`src/rtl/mat_dma.sv`:
```
// mat_dma: moves 4x4 tiles of 32-bit words between word streams and a
// 512-bit-wide tile memory port, one tile per command.
module mat_dma #(
    parameter int MEM_WORDS  = 101,
    parameter int TILE_WORDS = 16
) (
    input  logic                       clk,
    input  logic                       rst,
    input  logic                       cmd_valid,
    output logic                       cmd_ready,
    input  logic                       cmd_write,
    input  logic [7:0]                 cmd_addr,
    input  logic [31:0]                wr_data,
    input  logic                       wr_valid,
    output logic                       wr_ready,
    output logic [31:0]                rd_data,
    output logic                       rd_valid,
    input  logic                       rd_ready,
    output logic                       done,
    output logic                       err,
    output logic                       mem_read,
    output logic                       mem_write,
    output logic [7:0]                 mem_addr,
    output logic [TILE_WORDS*32-1:0]   mem_wdata,
    input  logic [TILE_WORDS*32-1:0]   mem_rdata
);

    typedef enum logic [2:0] {
        IDLE,
        GATHER,
        WRITE,
        READ,
        CAPTURE,
        STREAM
    } state_t;

    localparam logic [8:0] LAST_WORD = 9'(MEM_WORDS - 1);
    localparam logic [8:0] SPAN      = 9'(TILE_WORDS - 1);
    localparam logic [3:0] CNT_LAST  = 4'(TILE_WORDS - 1);

    state_t                     state;
    logic [3:0]                 cnt;
    logic [TILE_WORDS*32-1:0]   rbuf;
    logic [8:0]                 end_addr;
    logic                       out_of_range;
    logic                       rd_fire;

    // Last word touched by the tile must still lie inside the memory.
    assign end_addr     = {1'b0, cmd_addr} + SPAN;
    assign out_of_range = end_addr > LAST_WORD;
    assign rd_fire      = (state == STREAM) && rd_ready;

    assign cmd_ready = (state == IDLE);
    assign wr_ready  = (state == GATHER);
    assign rd_valid  = (state == STREAM);
    assign mem_write = (state == WRITE);
    assign mem_read  = (state == READ);
    assign rd_data   = rd_valid ? rbuf[{cnt, 5'd0} +: 32] : '0;
    assign done      = mem_write || (rd_fire && cnt == CNT_LAST);

    always_ff @(posedge clk) begin
        if (rst) begin
            state     <= IDLE;
            cnt       <= '0;
            err       <= 1'b0;
            mem_addr  <= '0;
            mem_wdata <= '0;
            rbuf      <= '0;
        end else begin
            err <= 1'b0;
            unique case (state)
                IDLE: begin
                    if (cmd_valid) begin
                        if (out_of_range) begin
                            err <= 1'b1;
                        end else begin
                            mem_addr <= cmd_addr;
                            cnt      <= '0;
                            state    <= cmd_write ? GATHER : READ;
                        end
                    end
                end
                GATHER: begin
                    if (wr_valid) begin
                        mem_wdata[{cnt, 5'd0} +: 32] <= wr_data;
                        cnt <= cnt + 4'd1;
                        if (cnt == CNT_LAST) state <= WRITE;
                    end
                end
                WRITE:   state <= IDLE;
                READ:    state <= CAPTURE;
                CAPTURE: begin
                    rbuf  <= mem_rdata;
                    cnt   <= '0;
                    state <= STREAM;
                end
                STREAM: begin
                    if (rd_ready) begin
                        cnt <= cnt + 4'd1;
                        if (cnt == CNT_LAST) state <= IDLE;
                    end
                end
                default: state <= IDLE;
            endcase
        end
    end

endmodule
```
`config.mk`:
```
export PLATFORM = sky130hd
export DESIGN_NAME = mat_dma
export DESIGN_NICKNAME = d
export VERILOG_FILES = /design/src/rtl/mat_dma.sv
export SDC_FILE = /design/constraint.sdc
export NUM_CORES = 2
export LEC_CHECK = 0
export CORE_AREA = 5 5 429 431
export CTS_CLUSTER_DIAMETER = 150
export DETAILED_ROUTE_END_ITERATION = 7
export DIE_AREA = 0 0 434 436
export PLACE_DENSITY = 0.5
export SLEW_MARGIN = 20
export SYNTH_ARGS = -nofsm -noshare
export SYNTH_HDL_FRONTEND = slang
export SYNTH_SLANG_ARGS = --single-unit
```
`constraint.sdc`:
```
create_clock -name clk -period 5.64 [get_ports clk]
set_input_delay 1.41 -clock clk [delete_from_list [all_inputs] [get_ports clk]]
set_output_delay 1.41 -clock clk [all_outputs]
set_load 0.05 [all_outputs]
```
# After elaboration in Yosys (flattened, before gate mapping)
# Index checks and enable logic that the tools add are counted.
[totals]
reg_bits = 1040
elab_cells = 54
input_bits = 558
output_inout_bits = 559
[classes]
shifts = 3
muxes = 16
eq_ne = 12
n_lt_le_gt_ge = 1
reduce_logical = 10
n_addsub = 3
bitwise_logic = 3
[ops]
columns = ["op", "count"]
rows = [
  ["512-bit bitwise mux", 1],
  ["32-bit by 11-bit variable shift with 512-bit output (first input constant)", 1],
  ["32-bit by 11-bit indexed part select with 512-bit output", 1],
  ["512-bit by 10-bit indexed part select with 32-bit output", 1],
  ["32-bit 2-to-1 mux", 1],
  ["3-bit 2-to-1 mux", 6],
  ["4-bit 2-to-1 mux", 4],
  ["4-bit one-hot mux with 4 select lines", 1],
  ["3-bit one-hot mux with 5 select lines", 1],
  ["9-bit negation with 11-bit output", 1],
  ["8-bit by 4-bit adder with 9-bit output (second input constant)", 1],
  ["9-bit by 7-bit greater-than comparator with 1-bit output (second input constant)", 1],
  ["3-bit by 2-bit equality test with 1-bit output (second input constant)", 2],
  ["3-bit equality test (second input constant)", 2],
  ["2-bit by 1-bit inequality test with 1-bit output (second input constant)", 3],
  ["2-bit inequality test (second input constant)", 3],
  ["6-bit AND reduction", 1],
  ["5-bit AND reduction", 1],
  ["4-bit by 1-bit adder with 4-bit output (second input constant)", 1],
  ["4-bit equality test (second input constant)", 1],
  ["4-bit nonzero test", 1],
  ["3-bit by 1-bit equality test with 1-bit output (second input constant)", 1],
  ["3-bit zero test", 1],
  ["1-bit inverter", 3],
  ["other kinds (7)", 8],
]

# Depth between registers and ports, before layout
[logic_depth]
word_depth = 5
ltp_mapped = 14

# Least setup slack after synthesis
# OpenSTA, ideal clock, no wires.
[synth_timing]
path_type = "register to output"
start = "reg cnt[0]"
end = "out rd_data[27]"
required_time_ns = 4.230
path_buffers = 5
path_stages_with_launch = 10
path_slack_ns = 1.771
arrival_ns = 2.459
path_cell_list = "dfxtp_1 buf_2 buf_2 buf_4 buf_2 buf_4 mux2i_1 a32oi_1 o21ai_0 o22ai_1"
[synth_via]
elab_chain_len = 2
[synth_rtl]
columns = ["element", "line_no", "rtl"]
rows = [
  ["from (decl)", "42", "logic [3:0] cnt;"],
  ["from (signal assigned)", "86", "cnt <= cnt + 4'd1;"],
  ["from (signal assigned)", "99", "cnt <= cnt + 4'd1;"],
  ["512-bit by 10-bit indexed part select with 32-bit output", "58", "assign rd_data = rd_valid ? rbuf[{cnt, 5'd0} +: 32] : '0;"],
  ["32-bit 2-to-1 mux", "58", ""],
  ["to (decl)", "16", "output logic [31:0] rd_data,"],
]
# No other way between the ends.

# Worst setup path in the final report
[layout_timing]
start = "reg cnt[0]"
end = "out rd_data[29]"
# Same word-level chain as after synthesis.

==> results.yml <==
timing:
  fmax_ghz: 0.1846
  setup-violations-final: 0
  slew_headroom: 0.06137
  rsz0062_at_grt: "false"
  worst_pin_slew_ps: 1408
  skew_ps: 35.52
  min_period_over_period: 0.9606
  setup_tns_ps: 0
  report.final.hold_viol_count: 0
  fin_crit_ps: 5418
  report.final.slew_viol_count: 0
worst_setup_path:
  r2r_slack_ps: 1240
  arrival_ps: 4010
  worstReg2RegEnd: "mem_wdata[396]"
  cp.required_ps: 4230
  rr_worst_depth: 9
  critPathLaunchType: "flop"
  path_class: "flop to primary output"
  cp_max_fo: 67
  cp-end-kind: "primary output"
  r2r_start: "cnt[1]"
placement:
  io_buffers: 1116
  gp_congestion: 0.8882
  dp_hpwl_um: 157600
worst_hold_path:
  hold_start: "rbuf[94]"
  min_path_cells: 2
  hold_class: "flop to flop"
  min_to: "rbuf[94]"
route:
  met1_length_um: 81180
  wl_met2_um: 110300
  post_drt_wl_per_cell_um: 25.65
  dr.max_layer_used: "met5"
  final_antenna_net_count: 0
  vias_per_cell: 4.687
  first_iter_violations: 3119
  vias: 38930
  drc_errors: 0
  drt_pass1_iterations: 5
  wl_um: 213100
  route.met3.wl_um: 11800
clocking:
  cts_buffers: 121
  cts_root_buf: "clkbuf_16"
  h-tree-depth: 3
  clk_path_buf_depth: 3
  cts.sinks: 1040
  clk_pin_slew_worst_paths_ps: 60
  cts_tree: "done"
  insertion_delay_ps: 800
global_route:
  antenna_found_initial: 21
  grt_start_max_net_pins: 232
  grtUsageTotal: 0.2144
  grt_pass1_vias: 37350
  grt_pass1_wl_um: 291600
  overflow: 0
logic_synthesis:
  synth-edff-count: 0
  avgSynthCellArea_um2: 8.380
  ys_seq_elements: 1040
  synth_cells: 4933
  synth_top_flop_cell: "dfxtp_1"
  ys_types: 51
  ys_warn_count: 0
  synthesis.nets: 5495
  syn_area_mm2: 0.04134
  ys_async_sr_fraction: 0
  yosysSeqAreaShare: 0.5036
layout:
  multiInputGateArea_mm2: 0.01880
  layout-drive-gt1-share: 0.07373
  nNetsFinal: 6391
  syn_to_final_growth_pct: 42.22
  final.fill_count: 18870
  seq_area_mm2: 0.02083
power_and_ir_drop:
  peakVddDrop_mv: 0.3224
  power_density_mw_per_mm2: 281.5
  fin_total_pwr_uw: 16550
  p_leak_uw: 0.01888
die:
  die_h_um: 436
  rows: 156
  io_pins: 1117
  die_w_um: 434
  initial_core_util: 0.2300
  die_area_mm2: 0.1892
  core_mm2: 0.1798
outcome:
  status: "finished clean"
run:
  maxCapViolCount: 0
[critical path, stage by stage (launching register included)]
cell             delay (ps)
dfxtp_4                 680
buf_12                  420
buf_4                   440
mux2i_1                 140
a32oi_1                 200
o21ai_0                 130
o22ai_1                 270
clkdlybuf4s50_1         880
[metal layers]
| layer | vias up | global-route usage |
|---|---|---|
| met2 | 1388 | 0.3914 |
| met1 | 18910 | 0.2452 |
| met5 | - | 0 |
| li1 | 18310 | - |
| met4 | 4 | 0.09365 |
| met3 | 314 | 0.03481 |
[kinds of logic after synthesis]
| logic type | after synthesis | synth area share |
|---|---|---|
| adder cells (fa/ha/maj) | 4 | 0.001211 |
| AO/OA/AOI/OAI | 1087 | 0.1391 |
| AND/OR/NAND/NOR | 2031 | 0.2115 |
| XOR/XNOR | 2 | 0.0004238 |
| flip-flops | 1040 | 0.5036 |
| buffers and inverters | 441 | 0.04437 |
| multiplexers | 328 | 0.09976 |
[sequential cells by signal, summed over array words and instances (netlist names)]
| signal | count |
|---|---|
| mem_wdata | 512 |
| mem_addr | 8 |
| rbuf | 512 |
| state | 3 |
| cnt | 4 |
| err | 1 |
[worst max path at each step]
stage                start          end  depth (start not counted)
floorplan           cnt[0]  rd_data[27]                          9
global placement    cnt[0]  rd_data[30]                          4
detailed placement  cnt[0]  rd_data[13]                          5
CTS                 cnt[0]  rd_data[29]                          4
global route        cnt[0]  rd_data[29]                          7
finish              cnt[0]  rd_data[29]                          7
[stage by stage]
stage	instances	utilization	hold WS [ps]	worst slack, ps	area (um2)
floorplan	4933	-	431.8	1771	41340
global placement	8074	0.3039	437.4	768.7	54620
detailed placement	8075	0.3039	442.4	774.3	54640
CTS	8297	0.3269	451.2	77.46	58770
global route	8302	0.3270	465.0	44.66	58780
finish	8306	0.3270	450.7	222.4	58790
[area by class of cell]
class                      instances  area share
timing repair buffer            1206      0.2046
multi-input combinational       3452      0.3198
antenna                            9   0.0003831
clock buffer                     184     0.06182
inverter                           8   0.0005108
sequential                      1040      0.3543
tap                             2370     0.05044
clock inverter                    37    0.008044
[Yosys cell counts, types with 4 or more instances]
cell type	n	share of area
a211oi_1	32	0.0058
a21oi_1	776	0.094
a32oi_1	32	0.0068
and3_1	8	0.0012
buf_1	22	0.0020
buf_2	56	0.0068
buf_4	22	0.0040
clkbuf_1	327	0.030
dfxtp_1	1040	0.50
ha_1	4	0.0012
inv_1	8	0.00073
mux2_2	32	0.0087
mux2i_1	232	0.056
mux4_2	64	0.035
nand2_1	1544	0.14
nand2b_1	168	0.025
nand3_1	103	0.012
nand3b_1	98	0.018
nor2_1	54	0.0049
nor2b_1	36	0.0054
o21ai_0	173	0.021
o21ai_1	27	0.0033
o22ai_1	32	0.0048
[cells in the final DEF, fill, tap and decap left out, drive strengths merged, types with 3 or more instances in the layout]
| cell | Yosys | routed |
|---|---|---|
| mux2 | 32 | 32 |
| mux2i | 232 | 232 |
| ha | 4 | 4 |
| and3 | 8 | 8 |
| diode | 0 | 9 |
| nand2b | 168 | 168 |
| nor2b | 36 | 36 |
| a32oi | 32 | 32 |
| nand3 | 104 | 104 |
| nand3b | 98 | 98 |
| o21ai | 201 | 201 |
| a21oi | 778 | 778 |
| a211oi | 32 | 32 |
| nand2 | 1544 | 1544 |
| bufinv | 0 | 3 |
| dfxtp | 1040 | 1040 |
| or2 | 3 | 3 |
| nor2 | 55 | 55 |
| clkbuf | 330 | 184 |
| clkinvlp | 0 | 4 |
| o22ai | 32 | 32 |
| inv | 8 | 14 |
| o21a | 3 | 3 |
| nor3 | 3 | 3 |
| mux4 | 64 | 64 |
| buf | 103 | 109 |
| clkinv | 0 | 24 |
| clkdlybuf4s50 | 0 | 1096 |
[power by group]
group	internal, uW	total [uW]	switching (uW)
Sequential	7390	7430	40.7
Clock	4600	8050	3450
Combinational	501	1070	566
Total	12500	16600	4060
[repair_timing]
action                                  CTS  global route
gates cloned                              0             0
pin swaps                                 0             0
hold buffers                              0             0
buffers inserted                          1             0
endpoints found under the setup margin    8             1
gates resized for setup                   0             1
Note: power is estimated with default switching activity, not from simulation.
